`config.mk`:
```
export PLATFORM = sky130hd
export DESIGN_NAME = mem_bus_arbiter
export DESIGN_NICKNAME = d
export VERILOG_FILES = /design/src/rtl/mem_bus_arbiter.sv
export SDC_FILE = /design/constraint.sdc
export NUM_CORES = 1
export LEC_CHECK = 0
export ABC_AREA = 1
export CAP_MARGIN = 0
export CORE_MARGIN = 4
export CORE_UTILIZATION = 38
export CTS_CLUSTER_SIZE = 14
export DETAILED_ROUTE_END_ITERATION = 8
export PLACE_DENSITY_LB_ADDON = 0.1
export SYNTH_ARGS = -nofsm -noshare
export SYNTH_HDL_FRONTEND = slang
export SYNTH_SLANG_ARGS = --single-unit
```
`constraint.sdc`:
```
create_clock -name clk -period 2.11 [get_ports clk]
set_input_delay 0.5275 -clock clk [delete_from_list [all_inputs] [get_ports clk]]
set_output_delay 0.5275 -clock clk [all_outputs]
set_load 0.03 [all_outputs]
```
`src/rtl/mem_bus_arbiter.sv`:
```
// mem_bus_arbiter
//   Shares one Avalon-style memory slave between the CPU instruction-fetch
//   port (i_*) and data port (d_*). One transaction is latched at a time,
//   driven onto m_*, and held until the memory drops m_waitrequest. If the
//   memory never answers, a watchdog aborts the transfer. The granted port
//   then gets ERR_DATA, and bus_error pulses for one cycle.
//
//   Parameters
//     TIMEOUT_CYCLES  WAIT cycles allowed before an abort (2..65535)
//     ERR_DATA        readdata returned on an aborted transfer
//
//   Ports
//     clk, rst_n                    clock, async active-low reset
//     i_address/i_read              fetch request (read only)
//     i_readdata/i_waitrequest      fetch response / stall
//     d_address/d_read/d_write      data request
//     d_writedata/d_byteenable      store data and byte lanes
//     d_readdata/d_waitrequest      load response / stall
//     m_address/m_read/m_write      memory command (registered)
//     m_writedata/m_byteenable      memory write data and lanes (registered)
//     m_readdata/m_waitrequest      memory response
//     bus_error                     one-cycle pulse on a timeout abort
//
//   Build option
//     ARB_ROUND_ROBIN_EN  when defined, contention alternates between the
//                         two ports. When undefined, the data port always
//                         wins.

module mem_bus_arbiter #(
  parameter int          TIMEOUT_CYCLES = 1024,
  parameter logic [31:0] ERR_DATA       = 32'hDEADBEEF
) (
  input  logic        clk,
  input  logic        rst_n,
  input  logic [31:0] i_address,
  input  logic        i_read,
  output logic [31:0] i_readdata,
  output logic        i_waitrequest,
  input  logic [31:0] d_address,
  input  logic        d_read,
  input  logic        d_write,
  input  logic [31:0] d_writedata,
  input  logic [3:0]  d_byteenable,
  output logic [31:0] d_readdata,
  output logic        d_waitrequest,
  output logic [31:0] m_address,
  output logic        m_read,
  output logic        m_write,
  output logic [31:0] m_writedata,
  output logic [3:0]  m_byteenable,
  input  logic [31:0] m_readdata,
  input  logic        m_waitrequest,
  output logic        bus_error
);

  typedef enum logic [1:0] {
    ST_IDLE,
    ST_ISSUE,
    ST_WAIT
  } state_t;

  localparam logic [15:0] TIMEOUT_LAST = 16'(TIMEOUT_CYCLES - 1);

  state_t      state;
  state_t      state_next;
  logic        grant_d;
  logic [15:0] timeout_cnt;
  logic        i_req;
  logic        d_req;
  logic        pick_d;
  logic        complete;
  logic        abort;
  logic        i_done;
  logic        d_done;
  logic [31:0] resp_data;

  assign i_req = i_read;
  assign d_req = d_read | d_write;

`ifdef ARB_ROUND_ROBIN_EN
  // Remembers which port was granted last. It resets to "instruction", so
  // the first contention after reset goes to the data port.
  logic last_grant_d;

  assign pick_d = d_req & (~i_req | ~last_grant_d);
`else
  assign pick_d = d_req;
`endif

  // State register. Reset abandons any transfer in flight.
  always_ff @(posedge clk or negedge rst_n) begin
    if (!rst_n) state <= ST_IDLE;
    else        state <= state_next;
  end

  // Next-state logic and per-port responses. A port's stall is released
  // only in the single cycle its own transfer finishes. A normal completion
  // takes precedence over the watchdog in the same cycle.
  always_comb begin
    state_next    = state;
    complete      = 1'b0;
    abort         = 1'b0;
    i_done        = 1'b0;
    d_done        = 1'b0;
    resp_data     = m_readdata;
    i_readdata    = 32'h0;
    d_readdata    = 32'h0;
    i_waitrequest = 1'b0;
    d_waitrequest = 1'b0;
    bus_error     = 1'b0;
    case (state)
      ST_IDLE:  if (i_req | d_req) state_next = ST_ISSUE;
      ST_ISSUE: state_next = ST_WAIT;
      ST_WAIT: begin
        if (!m_waitrequest) begin
          complete   = 1'b1;
          state_next = ST_IDLE;
        end else if (timeout_cnt == TIMEOUT_LAST) begin
          abort      = 1'b1;
          state_next = ST_IDLE;
        end
      end
      default:  state_next = ST_IDLE;
    endcase
    i_done        = (complete | abort) & ~grant_d;
    d_done        = (complete | abort) & grant_d;
    if (abort) resp_data = ERR_DATA;
    if (i_done) i_readdata = resp_data;
    if (d_done) d_readdata = resp_data;
    i_waitrequest = i_req & ~i_done;
    d_waitrequest = d_req & ~d_done;
    bus_error     = abort;
  end

  // Command latch and watchdog. The command is captured once in IDLE, so
  // any later change on the requester's inputs has no effect on the bus.
  always_ff @(posedge clk or negedge rst_n) begin
    if (!rst_n) begin
      grant_d      <= 1'b0;
      m_address    <= 32'h0;
      m_read       <= 1'b0;
      m_write      <= 1'b0;
      m_writedata  <= 32'h0;
      m_byteenable <= 4'h0;
      timeout_cnt  <= 16'h0;
`ifdef ARB_ROUND_ROBIN_EN
      last_grant_d <= 1'b0;
`endif
    end else begin
      case (state)
        ST_IDLE: begin
          if (i_req | d_req) begin
            grant_d      <= pick_d;
            m_read       <= pick_d ? d_read : 1'b1;
            m_write      <= pick_d & d_write;
            m_address    <= pick_d ? d_address : i_address;
            m_writedata  <= pick_d ? d_writedata : 32'h0;
            m_byteenable <= pick_d ? d_byteenable : 4'b1111;
            timeout_cnt  <= 16'h0;
`ifdef ARB_ROUND_ROBIN_EN
            last_grant_d <= pick_d;
`endif
          end
        end
        ST_WAIT: begin
          if (complete | abort) begin
            m_read  <= 1'b0;
            m_write <= 1'b0;
          end else if (timeout_cnt != 16'hFFFF) begin
            timeout_cnt <= timeout_cnt + 16'h1;
          end
        end
        default: ;
      endcase
    end
  end

endmodule

```
Word level (Yosys, flattened, before mapping)
Index checks and enable logic that the tools add are counted.
{"block": "totals", "reg_bits": 89, "input_bits": 138, "output_inout_bits": 137, "word_cells": 60}
{"block": "classes", "add_sub_neg": 1, "n_eq_ne": 9, "muxes": 25, "bitwise_logic": 11, "n_reduce_logical": 6}
{"op": "$mux W32", "n": 5}
{"op": "$mux W16", "n": 3}
{"op": "$pmux W16 S2", "n": 1}
{"op": "$add A16 B1 Y16 const B", "n": 1}
{"op": "$eq A16 B10 Y1 const B", "n": 1}
{"op": "$ne A16 B16 Y1 const B", "n": 1}
{"op": "$mux W1", "n": 9}
{"op": "$ne A2 B2 Y1 const B", "n": 4}
{"op": "$mux W2", "n": 3}
{"op": "$pmux W2 S3", "n": 1}
{"op": "$and A1 B1 Y1", "n": 5}
{"op": "$mux W4", "n": 1}
{"op": "$pmux W1 S2", "n": 2}
{"op": "$reduce_and A2 Y1", "n": 2}
{"op": "$reduce_and A4 Y1", "n": 1}
{"op": "$ne A3 B3 Y1 const B", "n": 1}
{"op": "$not A1 Y1", "n": 3}
{"op": "$or A1 B1 Y1", "n": 3}
{"op": "$reduce_and A3 Y1", "n": 1}
{"op": "$eq A2 B1 Y1 const B", "n": 1}
{"op": "$eq A2 B2 Y1 const B", "n": 1}
{"op": "$logic_not A2 Y1", "n": 1}
{"op": "$reduce_bool A2 Y1", "n": 1}

Longest topological paths before layout
{"block": "depth", "word_depth": 8, "mapped_depth": 11}

Least setup slack after synthesis
Ideal clock, no wire load.
{"block": "synth_timing", "kind": "register to output", "start": "register timeout_cnt[0]", "end": "output d_readdata[10]", "t_arrival_ps": 1782, "path_slack_ps": -199, "path_stages_with_launch": 8, "path_buffers": 2, "path_cell_list": "dfrtp_1 ha_1 nand3_1 nor2_4 nand4_1 buf_2 buf_6 a21oi_1"}
{"block": "synth_between", "elab_chain_len": 7, "word_cells_on_any_way": 8, "cone_classes": "1 x eq/ne; 5 x mux; 2 x bitwise"}
{"item": "start: declaration", "line_no": "67", "text": "logic [15:0] timeout_cnt;"}
{"item": "start signal: assignment", "line_no": "170", "text": "timeout_cnt <= timeout_cnt + 16'h1;"}
{"item": "$eq A16 B10 Y1 *", "line_no": "118", "text": "end else if (timeout_cnt == TIMEOUT_LAST) begin"}
{"item": "$mux W1 *", "line_no": "118"}
{"item": "$mux W1 *", "line_no": "115", "text": "if (!m_waitrequest) begin"}
{"item": "$mux W1 *", "line_no": "111", "text": "case (state)"}
{"item": "$or A1 B1 Y1", "line_no": "126", "text": "d_done = (complete | abort) & grant_d;"}
{"item": "$and A1 B1 Y1", "line_no": "126"}
{"item": "$mux W32 *", "line_no": "129", "text": "if (d_done) d_readdata = resp_data;"}
{"item": "end: declaration", "line_no": "44", "text": "output logic [31:0] d_readdata,"}
Every way passes the cells marked *; elsewhere a longest branch is shown, timed or not.

Worst setup path in the final report
{"block": "layout_timing", "start": "register timeout_cnt[0]", "end": "output i_readdata[24]"}
{"block": "layout_between", "elab_chain_len": 7, "word_cells_on_any_way": 8, "cone_classes": "1 x eq/ne; 5 x mux; 2 x bitwise"}
{"item": "$eq A16 B10 Y1 *", "line_no": "118"}
{"item": "$mux W1 *", "line_no": "118"}
{"item": "$mux W1 *", "line_no": "115"}
{"item": "$mux W1 *", "line_no": "111"}
{"item": "$or A1 B1 Y1", "line_no": "125", "text": "i_done = (complete | abort) & ~grant_d;"}
{"item": "$and A1 B1 Y1", "line_no": "125"}
{"item": "$mux W32 *", "line_no": "128", "text": "if (i_done) i_readdata = resp_data;"}
{"item": "end: declaration", "line_no": "37", "text": "output logic [31:0] i_readdata,"}
Marks and branches as above.

==> metrics.txt <==
hpwl dp 12,300 µm; vias per cell 5.01; Num CTS Buffers 9; initial core utilization 38.8%; Worst Skew 0.0117 ns; die area 14,100 µm²; Top Ports approximately 280; failing checks setup timing; r2r setup slk 0.38 ns; Top Usage Layer GRT met2; Final WS setup -0.316 ns; largest net degree at the start of global routing 90; final WL 16,900 µm; DR vias 5,136; Die Y 119 µm; Synth cell types 25; DRT iter0 DRCs 218; I/O Buffers 274; final hold viol count 0; Tightest Hold Check Type primary input to asynchronous set/reset pin; routing usage on met2 between 40% and 50%; placed cell area 7820 µm²; CP Capture Type primary output; Synth Cell Area 4660 µm²; RR Endpoint timeout_cnt[12]; total power 0.0102 W; post-route cell area 8710 µm²; Syn. warnings 0; Core Region between 10,000 and 15,000 µm²; GRT Util Overall a little under a quarter; Required @ worst endpoint 1.58 ns; layout cells sized above 1 24.8%; clock sinks 89; crit path max fanout 12; Rows 40; Clock Tree Root clkbuf_16; Clk pwr share 15.6%; syn_nets 710; status complete, but fails checks; pwr dens about 1200 nW/µm²; clock latency on the worst-skew pair 0.34 ns; Synth Area per Inst 8.16 µm²; fill cell count 878; switching part of the total 42.8%; met3 usage approximately a tenth; Post-Syn Instances 571; internal power 0.00582 W; first-pass GRT wire length 27,200 µm; period utilization 115%; CP Class flop to primary output; Layout Cells excl Fill 1,025; number of cells on the worst reg-to-reg path 10; Die X 119 µm; Synth top cells by count 120 x nand2_1, 89 x dfrtp_1, 63 x inv_1; share of the synthesized area in the top cell type roughly 48%; placed cells 1,001; RSZ-0062 raised after global routing yes; Fmax slightly above 400 MHz; clock-pin transition on the worst setup and hold timing paths 0.06 ns; peak supply drop around 890 µV; most numerous cell in the Yosys netlist nand2_1; vias in the first global route roughly 5,300; R2R Path Start state[0]; # nets final 1,013; share of the yosys chip area belonging to registers 47.8%; number of synthesized flops with an enable pin 0; Worst Tran Pin Value a little under 0.5 ns; worst hold margin between 0.15 and 0.2 ns; wire per inst 16.5 µm; area leader, netlist dfrtp_1; met1 Use GR 26.3%; sequential share of power 27.4%; H-tree depth 3; Area growth, synth to finish 86.8%; startpoint types flop; Synth Flop Type dfrtp_1; diode count 0; initial antenna violation count 0; total gr overflow 0; Seq cells post-synth 89; CTS Buffer Depth 2; asr flop ratio synth 100%; Slew HR 66.9%; Psw 0.00435 W; Antenna Nets Post-Route 0; pre-CTS WS -0.377 ns; Max-Cap Viols 0; GP Congestion 0.904; residual DRC count 0; Final Max Tran Viols 0; Logic pwr share 57.0%; leakage power total 3.91 nW; min Tclk post-route 2.43 ns; Initial DRT Pass Iterations 5; CTS tree yes; final number of setup-violating endpoints 67; top cells by area, synth dfrtp_1 48%, nand2_1 9.7%, a22o_1 6.0%, a21oi_1 5.2%, inv_1 5.1%; Critical Path AT 1.90 ns
## power by group through the flow
stage	clock, W	sequential [W]	combinational [W]
floorplan	0	0.00402	0.00196
global placement	0	0.00277	0.00559
detailed placement	0	0.00280	0.00566
CTS	0.00164	0.00279	0.00581
global route	0.00172	0.00287	0.00618
finish	0.00158	0.00279	0.00579
## critical path, stage by stage (launching register included)
cell and delay, ns:
dfrtp_1 0.40, ha_4 0.17, nand3_4 0.09, nor2_4 0.11, nand4_1 0.12, buf_8 0.20
buf_12 0.15, nand3_1 0.10, inv_1 0.06, buf_4 0.16
## final cells by class
| class | instances | area, µm² | share of cell area [%] |
|---|---|---|---|
| Inverter | 68 | 258 | 2.96 |
| Sequential cell | 89 | 2230 | 25.6 |
| Timing Repair Buffer | 327 | 3450 | 39.6 |
| Tap cell | 147 | 184 | 2.11 |
| Multi-Input combinational cell | 379 | 2300 | 26.4 |
| Clock inverter | 5 | 56.3 | 0.646 |
| Clock buffer | 10 | 239 | 2.74 |
## sequential cells by signal (all words and copies together) (netlist names)
register and flops:
timeout_cnt 16, m_write 1, m_read 1, m_address 32
m_byteenable 4, grant_d 1, state 2, m_writedata 32
## worst max-delay path by stage
stage,start,slack (ns),cells after the start,endpoint
finish,timeout_cnt[0],-0.32,9,i_readdata[24]
global route,timeout_cnt[1],-0.44,9,i_readdata[24]
global placement,m_waitrequest,-0.34,5,d_readdata[23]
CTS,timeout_cnt[1],-0.31,9,i_readdata[1]
detailed placement,m_waitrequest,-0.38,5,d_readdata[23]
floorplan,timeout_cnt[0],-0.06,7,d_readdata[10]
## per-stage QoR
step	utilization, %	TNS (ns)
after floorplan	-	-2.76
final	72.5	-18.32
after global placement	65.1	-19.56
after detailed placement	65.1	-21.86
after global routing	72.5	-26.85
after CTS	71.8	-18.93
## repair_timing
action                                  in CTS  in global routing
resized for setup                           91                 11
hold buffers                                 0                  0
setup buffers                                4                  0
pin swaps                                    3                  3
endpoints found under the setup margin      67                 67
gates cloned                                 4                  1
## cell usage in the layout (no fill, tap or decap), types with 4 or more instances in the layout
cell type,synthesis,layout
nand3_1,40,36
inv_2,5,8
a22o_1,32,32
nor2_1,54,52
a21oi_4,0,16
buf_12,0,10
nand4_1,6,6
o22a_1,4,4
inv_1,63,59
clkdlybuf4s50_1,0,206
buf_6,12,61
o21bai_1,4,4
a31oi_1,32,32
nand2_2,4,4
clkbuf_16,0,10
o21ai_1,12,12
buf_16,0,5
a21oi_2,0,32
buf_4,1,43
o21ai_0,9,9
nor2_2,3,5
dfrtp_1,89,89
or2_2,4,4
nand2_4,3,4
nand2_1,120,119
## cells by family after synthesis
group	after synthesis	share of synthesized area, %
AOI/OAI and AO/OA	141	19.1
adders and majority gates	1	0.268
buffers and inverters	103	10.5
DFF	89	47.8
and+or+nand+nor	237	22.3
## routing by layer
| metal | part of all wire, % | up-vias |
|---|---|---|
| met5 | 0 | - |
| met2 | 52 | 203 |
| met1 | 37 | 2396 |
| met3 | 9.2 | 24 |
| li1 | - | 2513 |
| met4 | 2.1 | 0 |
(Power assumes the default switching activity.)
